File: config.mk
export PLATFORM = sky130hd
export DESIGN_NAME = match_sequencer_flat
export DESIGN_NICKNAME = d
export VERILOG_FILES = /design/src/rtl/match_sequencer_if.sv /design/src/rtl/match_sequencer.sv /design/src/flat_wrapper.sv
export SDC_FILE = /design/constraint.sdc
export NUM_CORES = 1
export LEC_CHECK = 0
export BUFFER_PORTS_ARGS = -buffer_cell sky130_fd_sc_hd__buf_2
export CAP_MARGIN = 0
export CORE_MARGIN = 1.5
export CORE_UTILIZATION = 30
export CTS_CLUSTER_DIAMETER = 120
export DETAILED_ROUTE_END_ITERATION = 8
export PLACE_DENSITY = 0.61
export SLEW_MARGIN = 20
export SYNTH_ARGS = -nofsm -noshare
export SYNTH_HDL_FRONTEND = slang
export SYNTH_SLANG_ARGS = --single-unit
File: constraint.sdc
create_clock -name clk -period 1.45 [get_ports clk]
set_input_delay 0.435 -clock clk [delete_from_list [all_inputs] [get_ports clk]]
set_output_delay 0.435 -clock clk [all_outputs]
set_load 0.02 [all_outputs]
File: src/rtl/match_sequencer_if.sv
// Bus between the match sequencer and the game core: tick/start/lives/requests
// in, play control, grants and scoreboard out.
interface match_sequencer_if;
  logic       tick;
  logic       start;
  logic [1:0] lives1;
  logic [1:0] lives2;
  logic       act_req1;
  logic       act_req2;
  logic       play_en;
  logic       round_rst;
  logic       grant1;
  logic       grant2;
  logic [1:0] wins1;
  logic [1:0] wins2;
  logic [1:0] round_num;
  logic [1:0] winner;
  logic [2:0] fsm_state;

  modport master (
    output tick, start, lives1, lives2, act_req1, act_req2,
    input  play_en, round_rst, grant1, grant2, wins1, wins2, round_num, winner, fsm_state
  );
  modport slave (
    input  tick, start, lives1, lives2, act_req1, act_req2,
    output play_en, round_rst, grant1, grant2, wins1, wins2, round_num, winner, fsm_state
  );
endinterface

File: src/rtl/match_sequencer.sv
// Two-player match sequencer: countdown, fight with round-robin action grants,
// round/match scoring. Optional round timer under `SUDDEN_DEATH_EN.
module match_sequencer #(
  parameter int COUNT_TICKS   = 3,
  parameter int ROUNDS_TO_WIN = 2,
  parameter int ROUND_TICKS   = 60
) (
  input logic              clk,
  input logic              reset,
  match_sequencer_if.slave bus
);
  localparam logic [2:0] ST_IDLE      = 3'd0;
  localparam logic [2:0] ST_CLEAR     = 3'd1;
  localparam logic [2:0] ST_COUNTDOWN = 3'd2;
  localparam logic [2:0] ST_FIGHT     = 3'd3;
  localparam logic [2:0] ST_ROUND_END = 3'd4;
  localparam logic [2:0] ST_MATCH_END = 3'd5;
  localparam logic [1:0] RTW          = ROUNDS_TO_WIN[1:0];

  logic [2:0] state_q, state_d;
  logic [3:0] cnt_q, cnt_d;
  logic [1:0] w1_q, w1_d, w2_q, w2_d, rnd_q, rnd_d, win_q, win_d;
  logic       ptr_q, ptr_d;     // 0: player 1 wins a tie, 1: player 2
  logic       armed_q, armed_d; // start seen low while in MATCH_END
  logic       g1_q, g1_d, g2_q, g2_d;
  logic       new_match, l1z, l2z, expire;

  function automatic logic [1:0] sat_inc(input logic [1:0] v);
    return (v == 2'd3) ? v : v + 2'd1;
  endfunction

  assign l1z = (bus.lives1 == 2'd0);
  assign l2z = (bus.lives2 == 2'd0);

`ifdef SUDDEN_DEATH_EN
  logic [7:0] timer_q, timer_d;
  assign expire = (timer_q == 8'd1);
`else
  // No round timer: ROUND_TICKS is never 0 in range, so expiry never fires.
  assign expire = (ROUND_TICKS == 0);
`endif

  always_comb begin
    state_d   = state_q;
    cnt_d     = cnt_q;
    w1_d      = w1_q;
    w2_d      = w2_q;
    rnd_d     = rnd_q;
    win_d     = win_q;
    ptr_d     = ptr_q;
    armed_d   = armed_q;
    g1_d      = 1'b0;
    g2_d      = 1'b0;
    new_match = 1'b0;
`ifdef SUDDEN_DEATH_EN
    timer_d   = timer_q;
`endif
    case (state_q)
      ST_IDLE: if (bus.start) new_match = 1'b1;
      ST_CLEAR: begin
        state_d = ST_COUNTDOWN;
        cnt_d   = COUNT_TICKS[3:0];
      end
      ST_COUNTDOWN: if (bus.tick) begin
        if (cnt_q <= 4'd1) begin
          state_d = ST_FIGHT;
          cnt_d   = 4'd0;
`ifdef SUDDEN_DEATH_EN
          timer_d = ROUND_TICKS[7:0];
`endif
        end else cnt_d = cnt_q - 4'd1;
      end
      ST_FIGHT: if (bus.tick) begin
`ifdef SUDDEN_DEATH_EN
        timer_d = timer_q - 8'd1;
`endif
        if (l1z || l2z || expire) begin
          state_d = ST_ROUND_END;
          if (l1z && !l2z) w2_d = sat_inc(w2_q);
          else if (l2z && !l1z) w1_d = sat_inc(w1_q);
          else if (!l1z && !l2z) begin
            // timer expiry: more lives wins, equal lives is a draw
            if (bus.lives1 > bus.lives2) w1_d = sat_inc(w1_q);
            else if (bus.lives2 > bus.lives1) w2_d = sat_inc(w2_q);
          end
        end else if (bus.act_req1 && bus.act_req2) begin
          g1_d  = ~ptr_q;
          g2_d  = ptr_q;
          ptr_d = ~ptr_q;
        end else begin
          g1_d = bus.act_req1;
          g2_d = bus.act_req2;
        end
      end
      ST_ROUND_END: begin
        if (w1_q == RTW || w2_q == RTW) begin
          state_d = ST_MATCH_END;
          win_d   = (w1_q == RTW) ? 2'b01 : 2'b10;
          armed_d = 1'b0;
        end else begin
          state_d = ST_CLEAR;
          rnd_d   = sat_inc(rnd_q);
        end
      end
      ST_MATCH_END: begin
        if (!bus.start) armed_d = 1'b1;
        else if (armed_q) new_match = 1'b1;
      end
      default: state_d = ST_IDLE;
    endcase
    if (new_match) begin
      state_d = ST_CLEAR;
      w1_d    = 2'd0;
      w2_d    = 2'd0;
      win_d   = 2'b00;
      rnd_d   = 2'd1;
      armed_d = 1'b0;
    end
  end

  always_ff @(posedge clk or negedge reset) begin
    if (!reset) begin
      state_q <= ST_IDLE;
      cnt_q   <= 4'd0;
      w1_q    <= 2'd0;
      w2_q    <= 2'd0;
      rnd_q   <= 2'd0;
      win_q   <= 2'b00;
      ptr_q   <= 1'b0;
      armed_q <= 1'b0;
      g1_q    <= 1'b0;
      g2_q    <= 1'b0;
`ifdef SUDDEN_DEATH_EN
      timer_q <= 8'd0;
`endif
    end else begin
      state_q <= state_d;
      cnt_q   <= cnt_d;
      w1_q    <= w1_d;
      w2_q    <= w2_d;
      rnd_q   <= rnd_d;
      win_q   <= win_d;
      ptr_q   <= ptr_d;
      armed_q <= armed_d;
      g1_q    <= g1_d;
      g2_q    <= g2_d;
`ifdef SUDDEN_DEATH_EN
      timer_q <= timer_d;
`endif
    end
  end

  assign bus.play_en   = (state_q == ST_FIGHT);
  assign bus.round_rst = (state_q == ST_CLEAR);
  assign bus.grant1    = g1_q;
  assign bus.grant2    = g2_q;
  assign bus.wins1     = w1_q;
  assign bus.wins2     = w2_q;
  assign bus.round_num = rnd_q;
  assign bus.winner    = win_q;
  assign bus.fsm_state = state_q;
endmodule

File: src/flat_wrapper.sv
// flat-port wrapper written by rule: the top's interface ports become plain ports
module match_sequencer_flat 
#(
  parameter int COUNT_TICKS   = 3,
  parameter int ROUNDS_TO_WIN = 2,
  parameter int ROUND_TICKS   = 60
)
  (clk, reset, bus_tick, bus_start, bus_lives1, bus_lives2, bus_act_req1, bus_act_req2, bus_play_en, bus_round_rst, bus_grant1, bus_grant2, bus_wins1, bus_wins2, bus_round_num, bus_winner, bus_fsm_state);
  match_sequencer_if bus_i ();
  input logic clk;
  input logic reset;
  input wire logic [$bits(bus_i.tick)-1:0] bus_tick;
  input wire logic [$bits(bus_i.start)-1:0] bus_start;
  input wire logic [$bits(bus_i.lives1)-1:0] bus_lives1;
  input wire logic [$bits(bus_i.lives2)-1:0] bus_lives2;
  input wire logic [$bits(bus_i.act_req1)-1:0] bus_act_req1;
  input wire logic [$bits(bus_i.act_req2)-1:0] bus_act_req2;
  output wire logic [$bits(bus_i.play_en)-1:0] bus_play_en;
  output wire logic [$bits(bus_i.round_rst)-1:0] bus_round_rst;
  output wire logic [$bits(bus_i.grant1)-1:0] bus_grant1;
  output wire logic [$bits(bus_i.grant2)-1:0] bus_grant2;
  output wire logic [$bits(bus_i.wins1)-1:0] bus_wins1;
  output wire logic [$bits(bus_i.wins2)-1:0] bus_wins2;
  output wire logic [$bits(bus_i.round_num)-1:0] bus_round_num;
  output wire logic [$bits(bus_i.winner)-1:0] bus_winner;
  output wire logic [$bits(bus_i.fsm_state)-1:0] bus_fsm_state;
  assign bus_i.tick = bus_tick;
  assign bus_i.start = bus_start;
  assign bus_i.lives1 = bus_lives1;
  assign bus_i.lives2 = bus_lives2;
  assign bus_i.act_req1 = bus_act_req1;
  assign bus_i.act_req2 = bus_act_req2;
  assign bus_play_en = bus_i.play_en;
  assign bus_round_rst = bus_i.round_rst;
  assign bus_grant1 = bus_i.grant1;
  assign bus_grant2 = bus_i.grant2;
  assign bus_wins1 = bus_i.wins1;
  assign bus_wins2 = bus_i.wins2;
  assign bus_round_num = bus_i.round_num;
  assign bus_winner = bus_i.winner;
  assign bus_fsm_state = bus_i.fsm_state;
  match_sequencer #(.COUNT_TICKS(COUNT_TICKS), .ROUNDS_TO_WIN(ROUNDS_TO_WIN), .ROUND_TICKS(ROUND_TICKS)) u_core (.clk(clk), .reset(reset), .bus(bus_i));
endmodule
==> results of run 1 <==
## layout make-up
type	instances	area, um2	share of cell area [%]
well taps	46	57.6	2.97
flip-flops and latches	19	484	25.0
repair buffers	65	508	26.2
inverters	8	30.0	1.55
clock buffers	4	45.0	2.32
multi-input cells	90	816	42.0
## how the worst max path moves through the flow
stage / startpoint / to / depth (start not counted)
2_1_floorplan: u_core.bus.wins1[1]$_DFFE_PN0P_ / u_core.bus.wins1[0]$_DFFE_PN0P_ / 5
3_3_place_gp: bus_lives2[0] / u_core.bus.wins1[0]$_DFFE_PN0P_ / 5
3_5_place_dp: bus_lives1[0] / u_core.bus.wins2[0]$_DFFE_PN0P_ / 5
4_1_cts: u_core.bus.fsm_state[2]$_DFFE_PN0P_ / bus_round_rst / 3
5_1_grt: u_core.bus.wins2[1]$_DFFE_PN0P_ / u_core.bus.wins2[0]$_DFFE_PN0P_ / 5
6_report: u_core.bus.fsm_state[0]$_DFFE_PN0P_ / bus_play_en / 3
## worst max-delay path, delay by kind of cell, from the launching register on
| kind | cells | cell delay, ns |
|---|---|---|
| buf+inv | 2 | 0.26 |
| flops | 1 | 0.46 |
| simple gates | 1 | 0.21 |
## stage by stage
stage / instances / instance area (um2) / utilization [%]
6_report: 232 / 1940 / 56.4
5_1_grt: 232 / 1940 / 56.4
4_1_cts: 226 / 1750 / 50.7
3_5_place_dp: 215 / 1540 / 44.9
3_3_place_gp: 215 / 1540 / 44.9
2_1_floorplan: 120 / 1170 / -
## power groups by stage
stage                     Clock, W  Combinational, W  Sequential [W]
after CTS                 0.000381           0.00202        0.000927
final                     0.000367           0.00252        0.000953
after detailed placement         0           0.00169        0.000928
after global placement           0           0.00163        0.000908
after floorplan                  0          0.000885         0.00103
after global routing      0.000400           0.00271        0.000984
## layer usage
layer | track usage (%) | vias to the layer above | wire (um)
met3 | 1.76 | 4 | 50
met2 | 29.0 | 15 | 1670
met5 | 0 | - | 0
met1 | 18.6 | 566 | 1400
li1 | - | 562 | -
met4 | 6.52 | 0 | 56
## synthesized netlist by cell type, drive strengths merged
cell type	number
mux2i	1
nor3b	3
a221oi	1
inv	8
or3	5
o211ai	1
buf	3
a21oi	10
ha	7
o21ai	5
a211oi	1
nor2	12
o22ai	1
nand4b	2
or2	2
mux2	2
and3	1
and3b	1
nand2	7
xor2	1
nand3	5
a21o	1
nand2b	3
o31ai	4
a22oi	1
a311o	1
nor3	4
dfrtp	19
nor4	3
or4	1
xnor2	4
## repair_timing
item | CTS | global route
endpoints found under the setup margin | 17 | 22
buffers inserted | 8 | 7
pin swaps | 7 | 15
resized for setup | 25 | 40
## registers in the layout, indices dropped and copies added, names as in the netlist
register,flops
u_core.ptr_q,1
u_core.bus.grant2,1
u_core.bus.grant1,1
u_core.bus.winner,2
u_core.bus.round_num,2
u_core.cnt_q,4
u_core.bus.wins1,2
u_core.bus.fsm_state,3
u_core.armed_q,1
u_core.bus.wins2,2
## kinds of logic after synthesis
kind of cell | after synthesis | share of synthesized area, %
multiplexers | 3 | 2.91
XOR/XNOR | 5 | 3.92
AO/OA/AOI/OAI | 26 | 15.0
AND/OR/NAND/NOR | 49 | 23.7
flip-flops | 19 | 42.6
adder cells (fa/ha/maj) | 7 | 7.84
buffers and inverters | 11 | 4.03
==> metrics.yaml, run 1 <==
dpl_worst_slack_ns: -0.223
setup-violations-final: 16
grt_pass1_vias: 1177
drv_cap: 0
postCtsHoldBufs: 0
yosys.area.top_type_share_pct: 42.6
p_int_w: 0.00229
gp_congestion: 0.754
grt_max_degree: 20
fin_crit_sh_pct: 111
synth_area_um2: 1120
final.fill_count: 307
worstHoldPathType: "primary input to async pin"
rsz0062_at_grt: "true"
final_antenna_net_count: 0
cts_made_buffers: 3
dieArea_um2: 4100
track_usage_pct: 15.8
synth_nets: 137
num_vias: 1147
antenna_found_initial: 0
p_comb_share_pct: 65.6
fmax_mhz: 619
final_cell_mix: "buf_4, buf_2, buf_6, dfrtp_1, nor2_1"
viasPerCell: 4.94
synth.avg_cell_area_um2: 9.31
cp-start-kind: "flip-flop"
setup_tns_ns: -1.76
cp_max_fo: 5
period_minus_slack_ns: 1.62
skew_ns: 0.00280
maxSlewHeadroom_pct: 70.6
area_delta_synth_final_pct: 73.7
root_buffer: "clkbuf_8"
critPathRequiredTime_ns: 1.02
diodes: 0
die-height_um: 64.0
cts.sinks: 19
ys_seq_area_share_pct: 42.6
netSwitchingFraction_pct: 40.3
routedWlPerCell_um: 13.7
slowest_delay_ns: 0.46
clk_latency_ns: 0.25
portBuffers: 24
end_kind: "output pin"
start_util_pct: 32.5
die_x_um: 64.0
drcViolationCount: 0
timing.final.ws_setup_ns: -0.166
clock_power_share_pct: 9.6
nNetsFinal: 204
path_clk_slew_ns: 0.07
cellPowerDensity_nw_per_um2: 1980
hold_viol_final: 0
wl_mm: 3.18
rrSetupSlack_ns: -0.16
grt_pass1_wl_mm: 5.18
slew_violations: 0
overflow: 0
seqPwrFrac_pct: 24.8
crit_type: "flip-flop to output pin"
rows: 21
slowest_stage: "dfrtp_2"
ctsLongestPathBuffers: 2
drive_gt1_share_pct: 62.4
yosys-top-cells-area: "dfrtp_1, ha_1, nor2_1"
syn_inst: 120
yosysUniqueCellTypes: 33
violations: "setup timing"
r2r_start: "u_core.bus.wins2[1]$_DFFE_PN0P_"
p_leak_nw: 0.891
hpwl_mm: 2.19
yosysTopAreaCell: "dfrtp_1"
worst_ep_arrival_time_ns: 1.18
p_switching_w: 0.00155
finalPower_w: 0.00384
crit_chain: "buf_6 -> and3b_2 -> buf_6"
final_common_cell: "buf_4"
synth_warnings: 0
ys_ff_latch: 19
crit_top_cell: "buf_6"
dr.pass1.iters: 4
tightest_slew_ns: 0.441
drt_iter0_drc: 45
whs_ns: 0.116
cts_tree: "yes"
ios: 25
htree_levels: 1
outcome: "complete, but fails checks"
rr_worst_depth: 5
core_area_um2: 3440
vdd.ir_drop.worst_mv: 0.517
reg2reg_to: "u_core.bus.wins2[0]$_DFFE_PN0P_"
No activity file was read; power rests on OpenSTA's default activity.
==> run 2, diff against run 1 <==
--- a/config.mk
+++ b/config.mk
@@ -11,7 +11,8 @@
 export CORE_UTILIZATION = 30
 export CTS_CLUSTER_DIAMETER = 120
 export DETAILED_ROUTE_END_ITERATION = 8
-export PLACE_DENSITY = 0.61
+export PLACE_DENSITY = 0.59
+export REMOVE_ABC_BUFFERS = 1
 export SLEW_MARGIN = 20
 export SYNTH_ARGS = -nofsm -noshare
 export SYNTH_HDL_FRONTEND = slang
==> constraint.sdc (replaced) <==
create_clock -name clk -period 1.8 [get_ports clk]
set_input_delay 0.54 -clock clk [delete_from_list [all_inputs] [get_ports clk]]
set_output_delay 0.54 -clock clk [all_outputs]
set_load 0.02 [all_outputs]
==> metrics.yaml, run 2 (same netlist as run 1, synthesis figures left out) <==
largest_register_ffs: 4
cts.sinks: 19
drive_gt1_share_pct: 32.7
setup-violations-final: 0
hpwl_mm: 1.84
dp.cells: 194
rsz0062_at_grt: "true"
whs_ns: 0.223
gp_congestion: 0.829
crit_type: "flip-flop to output pin"
slowest_stage: "dfrtp_2"
cts_tree: "yes"
tightest_slew_ns: 0.443
worstHoldPathType: "primary input to async pin"
maxSlewHeadroom_pct: 70.5
final_cell_mix: "buf_2, dfrtp_1, buf_4, nor2_1"
wl_mm: 2.43
ios: 25
grt_max_degree: 20
skew_ns: 0.00109
outcome: "completed"
cts_made_buffers: 3
final_common_cell: "buf_2"
final_cell_count_no_fill: 205
vdd.ir_drop.worst_mv: 0.606
fmax_mhz: 570
rows: 21
root_buffer: "clkbuf_8"
drcViolationCount: 0
ctsLongestPathBuffers: 2
cellPowerDensity_nw_per_um2: 1550
fin_crit_sh_pct: 97.5
start_util_pct: 32.5
cp_max_fo: 7
final_antenna_net_count: 0
drv_cap: 0
cp-start-kind: "flip-flop"
slew_violations: 0
r2r_start: "u_core.bus.wins2[1]$_DFFE_PN0P_"
overflow: 0
htree_levels: 1
diodes: 0
antenna_found_initial: 0
viasPerCell: 4.94
multi_input_comb_area_um2: 602
rr_worst_depth: 5
num_vias: 1013
slowest_delay_ns: 0.45
grt_pass1_vias: 956
largest_register: "u_core.cnt_q"
die_x_um: 64.0
p_leak_nw: 0.696
core_area_um2: 3440
die-height_um: 64.0
drt_iter0_drc: 30
path_clk_slew_ns: 0.07
dr.pass1.iters: 4
worst_ep_arrival_time_ns: 1.22
portBuffers: 24
period_minus_slack_ns: 1.76
track_usage_pct: 13.6
nNetsFinal: 177
rrSetupSlack_ns: 0.13
reg2reg_to: "u_core.bus.wins2[0]$_DFFE_PN0P_"
area_delta_synth_final_pct: 29.1
grt_pass1_wl_mm: 4.36
postCtsHoldBufs: 0
routedWlPerCell_um: 11.8
seqCellArea_um2: 479
final.fill_count: 357
crit_chain: "buf_4 -> and3b_1 -> buf_2"
dieArea_um2: 4100
clk_latency_ns: 0.25
end_kind: "output pin"
hold_viol_final: 0
critPathRequiredTime_ns: 1.26
run 2: cell types whose count changed in the layout (fill, tap and decap cells not counted), moves of 5 or more:
| cell | before | now |
|---|---|---|
| buf_2 | 19 | 24 |
| buf_6 | 18 | 1 |
| buf_4 | 28 | 13 |
| or3_4 | 5 | 0 |
| or3_1 | 0 | 5 |
run 2: per-stage QoR:
stage | instance area (um2) | TNS, ns | utilization, % | power [W] | worst slack, ns
detailed placement | 1330 | 0 | 38.7 | 0.00183 | 0.0566
global route | 1440 | -0.00743 | 41.9 | 0.00244 | -0.00743
floorplan | 1100 | -0.301 | - | 0.00146 | -0.264
CTS | 1390 | 0 | 40.3 | 0.00215 | 0.0240
global placement | 1330 | 0 | 38.7 | 0.00179 | 0.113
finish | 1440 | 0 | 41.9 | 0.00223 | 0.0446
run 2: how the worst max path moves through the flow:
stage                                   startpoint                               to  slack, ns  depth (start not counted)
3_5_place_dp   u_core.bus.fsm_state[2]$_DFFE_PN0P_  u_core.bus.wins2[0]$_DFFE_PN0P_       0.06                          4
3_3_place_gp   u_core.bus.fsm_state[2]$_DFFE_PN0P_  u_core.bus.wins1[1]$_DFFE_PN0P_       0.11                          4
5_1_grt        u_core.bus.fsm_state[0]$_DFFE_PN0P_                      bus_play_en     -0.007                          3
6_report       u_core.bus.fsm_state[0]$_DFFE_PN0P_                      bus_play_en       0.04                          3
2_1_floorplan  u_core.bus.fsm_state[0]$_DFFE_PN0P_      u_core.cnt_q[3]$_DFFE_PN0P_      -0.26                          4
4_1_cts        u_core.bus.fsm_state[1]$_DFFE_PN0P_                      bus_play_en       0.02                          3
run 2: critical path, delay by kind of cell (launching register included):
kind / cells / cell delay, ns
flops: 1 / 0.45
buf+inv: 2 / 0.33
simple gates: 1 / 0.19
run 2: cell type report:
class | instances | share of cell area [%]
well taps | 46 | 3.99
repair buffers | 38 | 15.9
multi-input cells | 90 | 41.7
inverters | 8 | 2.08
flip-flops and latches | 19 | 33.2
clock buffers | 4 | 3.12
run 2: per-layer routing:
metal,part of all wire (%),track usage (%),vias up
met5,0,0,-
met4,1.7,5.71,0
met3,4.4,3.70,4
met2,46,20.7,23
met1,47,18.0,479
li1,-,-,507
run 2: power breakdown:
| group | switching, W | internal (W) | total (W) |
|---|---|---|---|
| clock network | 0.000135 | 0.000157 | 0.000292 |
| logic | 0.000612 | 0.000565 | 0.00118 |
| registers | 0.000185 | 0.000580 | 0.000765 |
run 2: what timing repair did:
action                                  CTS  global route
pin swaps                                 0             0
buffers inserted                          0             7
endpoints found under the setup margin    2             2
gates resized for setup                   4             1
==> run 3, diff against run 2 <==
--- a/config.mk
+++ b/config.mk
@@ -9,6 +9,7 @@
 export CAP_MARGIN = 0
 export CORE_MARGIN = 1.5
 export CORE_UTILIZATION = 30
+export CTS_BUF_LIST = sky130_fd_sc_hd__clkbuf_8
 export CTS_CLUSTER_DIAMETER = 120
 export DETAILED_ROUTE_END_ITERATION = 8
 export PLACE_DENSITY = 0.59
==> metrics.yaml, run 3 (same netlist as run 1, synthesis figures left out) <==
critPathRequiredTime_ns: 1.26
crit_family: "flip-flops"
outcome: "completed"
dieArea_um2: 4100
wl_mm: 2.43
crit_type: "flip-flop to output pin"
cellPowerDensity_nw_per_um2: 1540
final.fill_count: 357
vdd.ir_drop.worst_mv: 0.606
slowest_stage: "dfrtp_2"
cp_max_fo: 7
dp.cells: 194
track_usage_pct: 13.6
viasPerCell: 4.94
critical_path_buf_inv_count: 2
gp_congestion: 0.829
p_comb_share_pct: 52.8
drcViolationCount: 0
setup-violations-final: 0
overflow: 0
drv_cap: 0
p_switching_w: 0.000932
cts_made_buffers: 3
rows: 21
cp-start-kind: "flip-flop"
routedWlPerCell_um: 11.8
netSwitchingFraction_pct: 41.8
postCtsHoldBufs: 0
cts_tree: "yes"
die_x_um: 64.0
dpl_worst_slack_ns: 0.0566
antenna_found_initial: 0
largest_register: "u_core.cnt_q"
maxSlewHeadroom_pct: 70.5
num_vias: 1013
period_minus_slack_ns: 1.76
ctsLongestPathBuffers: 2
rsz0062_at_grt: "true"
use_met1_pct: 18.0
largest_register_ffs: 4
final_cell_count_no_fill: 205
skew_ns: 0.000832
htree_levels: 1
core_area_um2: 3440
grt_max_degree: 20
grt.met3_usage_pct: 3.70
p_leak_nw: 0.701
path_clk_slew_ns: 0.07
gr-usage-met2_pct: 20.7
clk_latency_ns: 0.25
tightest_slew_ns: 0.443
diodes: 0
grt_pass1_vias: 956
gr-max-usage-layer: "met2"
root_buffer: "clkbuf_8"
worstHoldPathType: "primary input to async pin"
final_antenna_net_count: 0
die-height_um: 64.0
finalPower_w: 0.00223
start_util_pct: 32.5
drive_gt1_share_pct: 32.7
seqPwrFrac_pct: 34.3
final_common_cell: "buf_2"
slowest_delay_ns: 0.45
crit_chain: "buf_4 -> and3b_1 -> buf_2"
fin_crit_sh_pct: 97.5
ios: 25
hold_viol_final: 0
dr.pass1.iters: 4
fmax_mhz: 570
clock_power_share_pct: 12.9
worst_ep_arrival_time_ns: 1.22
cts.sinks: 19
slew_violations: 0
timing.final.ws_setup_ns: 0.0446
portBuffers: 24
final_cell_mix: "buf_2, dfrtp_1, buf_4, nor2_1, inv_1"
grt_pass1_wl_mm: 4.36
drt_iter0_drc: 30
end_kind: "output pin"
nNetsFinal: 177
p_int_w: 0.00130
hpwl_mm: 1.84
area_delta_synth_final_pct: 29.1
[run 3: cell count changes in the layout (fill, tap and decap cells not counted)]
cell	change
clkbuf_1	-1
inv_1	+1
[run 3: stage by stage]
stage	utilization [%]	setup TNS [ns]	hold WS (ns)	area [um2]
floorplan	-	-0.301	0.244	1100
global placement	38.7	0	0.478	1330
detailed placement	38.7	0	0.488	1330
CTS	40.3	0	0.228	1390
global route	41.9	-0.00743	0.241	1440
finish	41.9	0	0.223	1440
[run 3: power groups by stage]
stage	registers (W)	logic [W]	clock network, W
after global placement	0.000760	0.00103	0
after floorplan	0.000852	0.000604	0
final	0.000765	0.00118	0.000287
after detailed placement	0.000777	0.00106	0
after global routing	0.000795	0.00132	0.000321
after CTS	0.000779	0.00106	0.000300
[run 3: routing by layer]
| layer | vias up | wire [um] | part of all wire (%) |
|---|---|---|---|
| met2 | 23 | 1130 | 46 |
| met3 | 4 | 106 | 4.4 |
| li1 | 507 | - | - |
| met1 | 479 | 1150 | 47 |
| met5 | - | 0 | 0 |
| met4 | 0 | 42 | 1.7 |
[run 3: cell type report]
type | instances | area, um2 | area share [%]
Timing Repair Buffer | 38 | 229 | 15.9
Tap cell | 46 | 57.6 | 3.99
Clock inverter | 1 | 3.75 | 0.260
Inverter | 8 | 30.0 | 2.08
Sequential cell | 19 | 479 | 33.2
Clock buffer | 3 | 41.3 | 2.86
Multi-Input combinational cell | 90 | 602 | 41.7
[run 3: worst paths after layout]
kind | start | endpoint | slack, ns | cells past startpoint
worst max-delay path | u_core.bus.fsm_state[0]$_DFFE_PN0P_ | bus_play_en | 0.04 | 3
worst min-delay path | reset | u_core.bus.round_num[1]$_DFFE_PN0P_ | 0.22 | 1
min in group clk | bus_act_req1 | u_core.bus.grant2$_DFF_PN0_ | 0.49 | 2
worst min register to register | u_core.ptr_q$_DFFE_PN0P_ | u_core.ptr_q$_DFFE_PN0P_ | 0.51 | 1
worst max register to register | u_core.bus.wins2[1]$_DFFE_PN0P_ | u_core.bus.wins2[0]$_DFFE_PN0P_ | 0.13 | 5
max in group asynchronous | reset | u_core.bus.fsm_state[0]$_DFFE_PN0P_ | 1.25 | 1
[run 3: timing repair]
item / 4_1_cts / 5_1_grt
resized for setup: 4 / 1
setup buffers: 0 / 7
endpoints found under the setup margin: 2 / 2
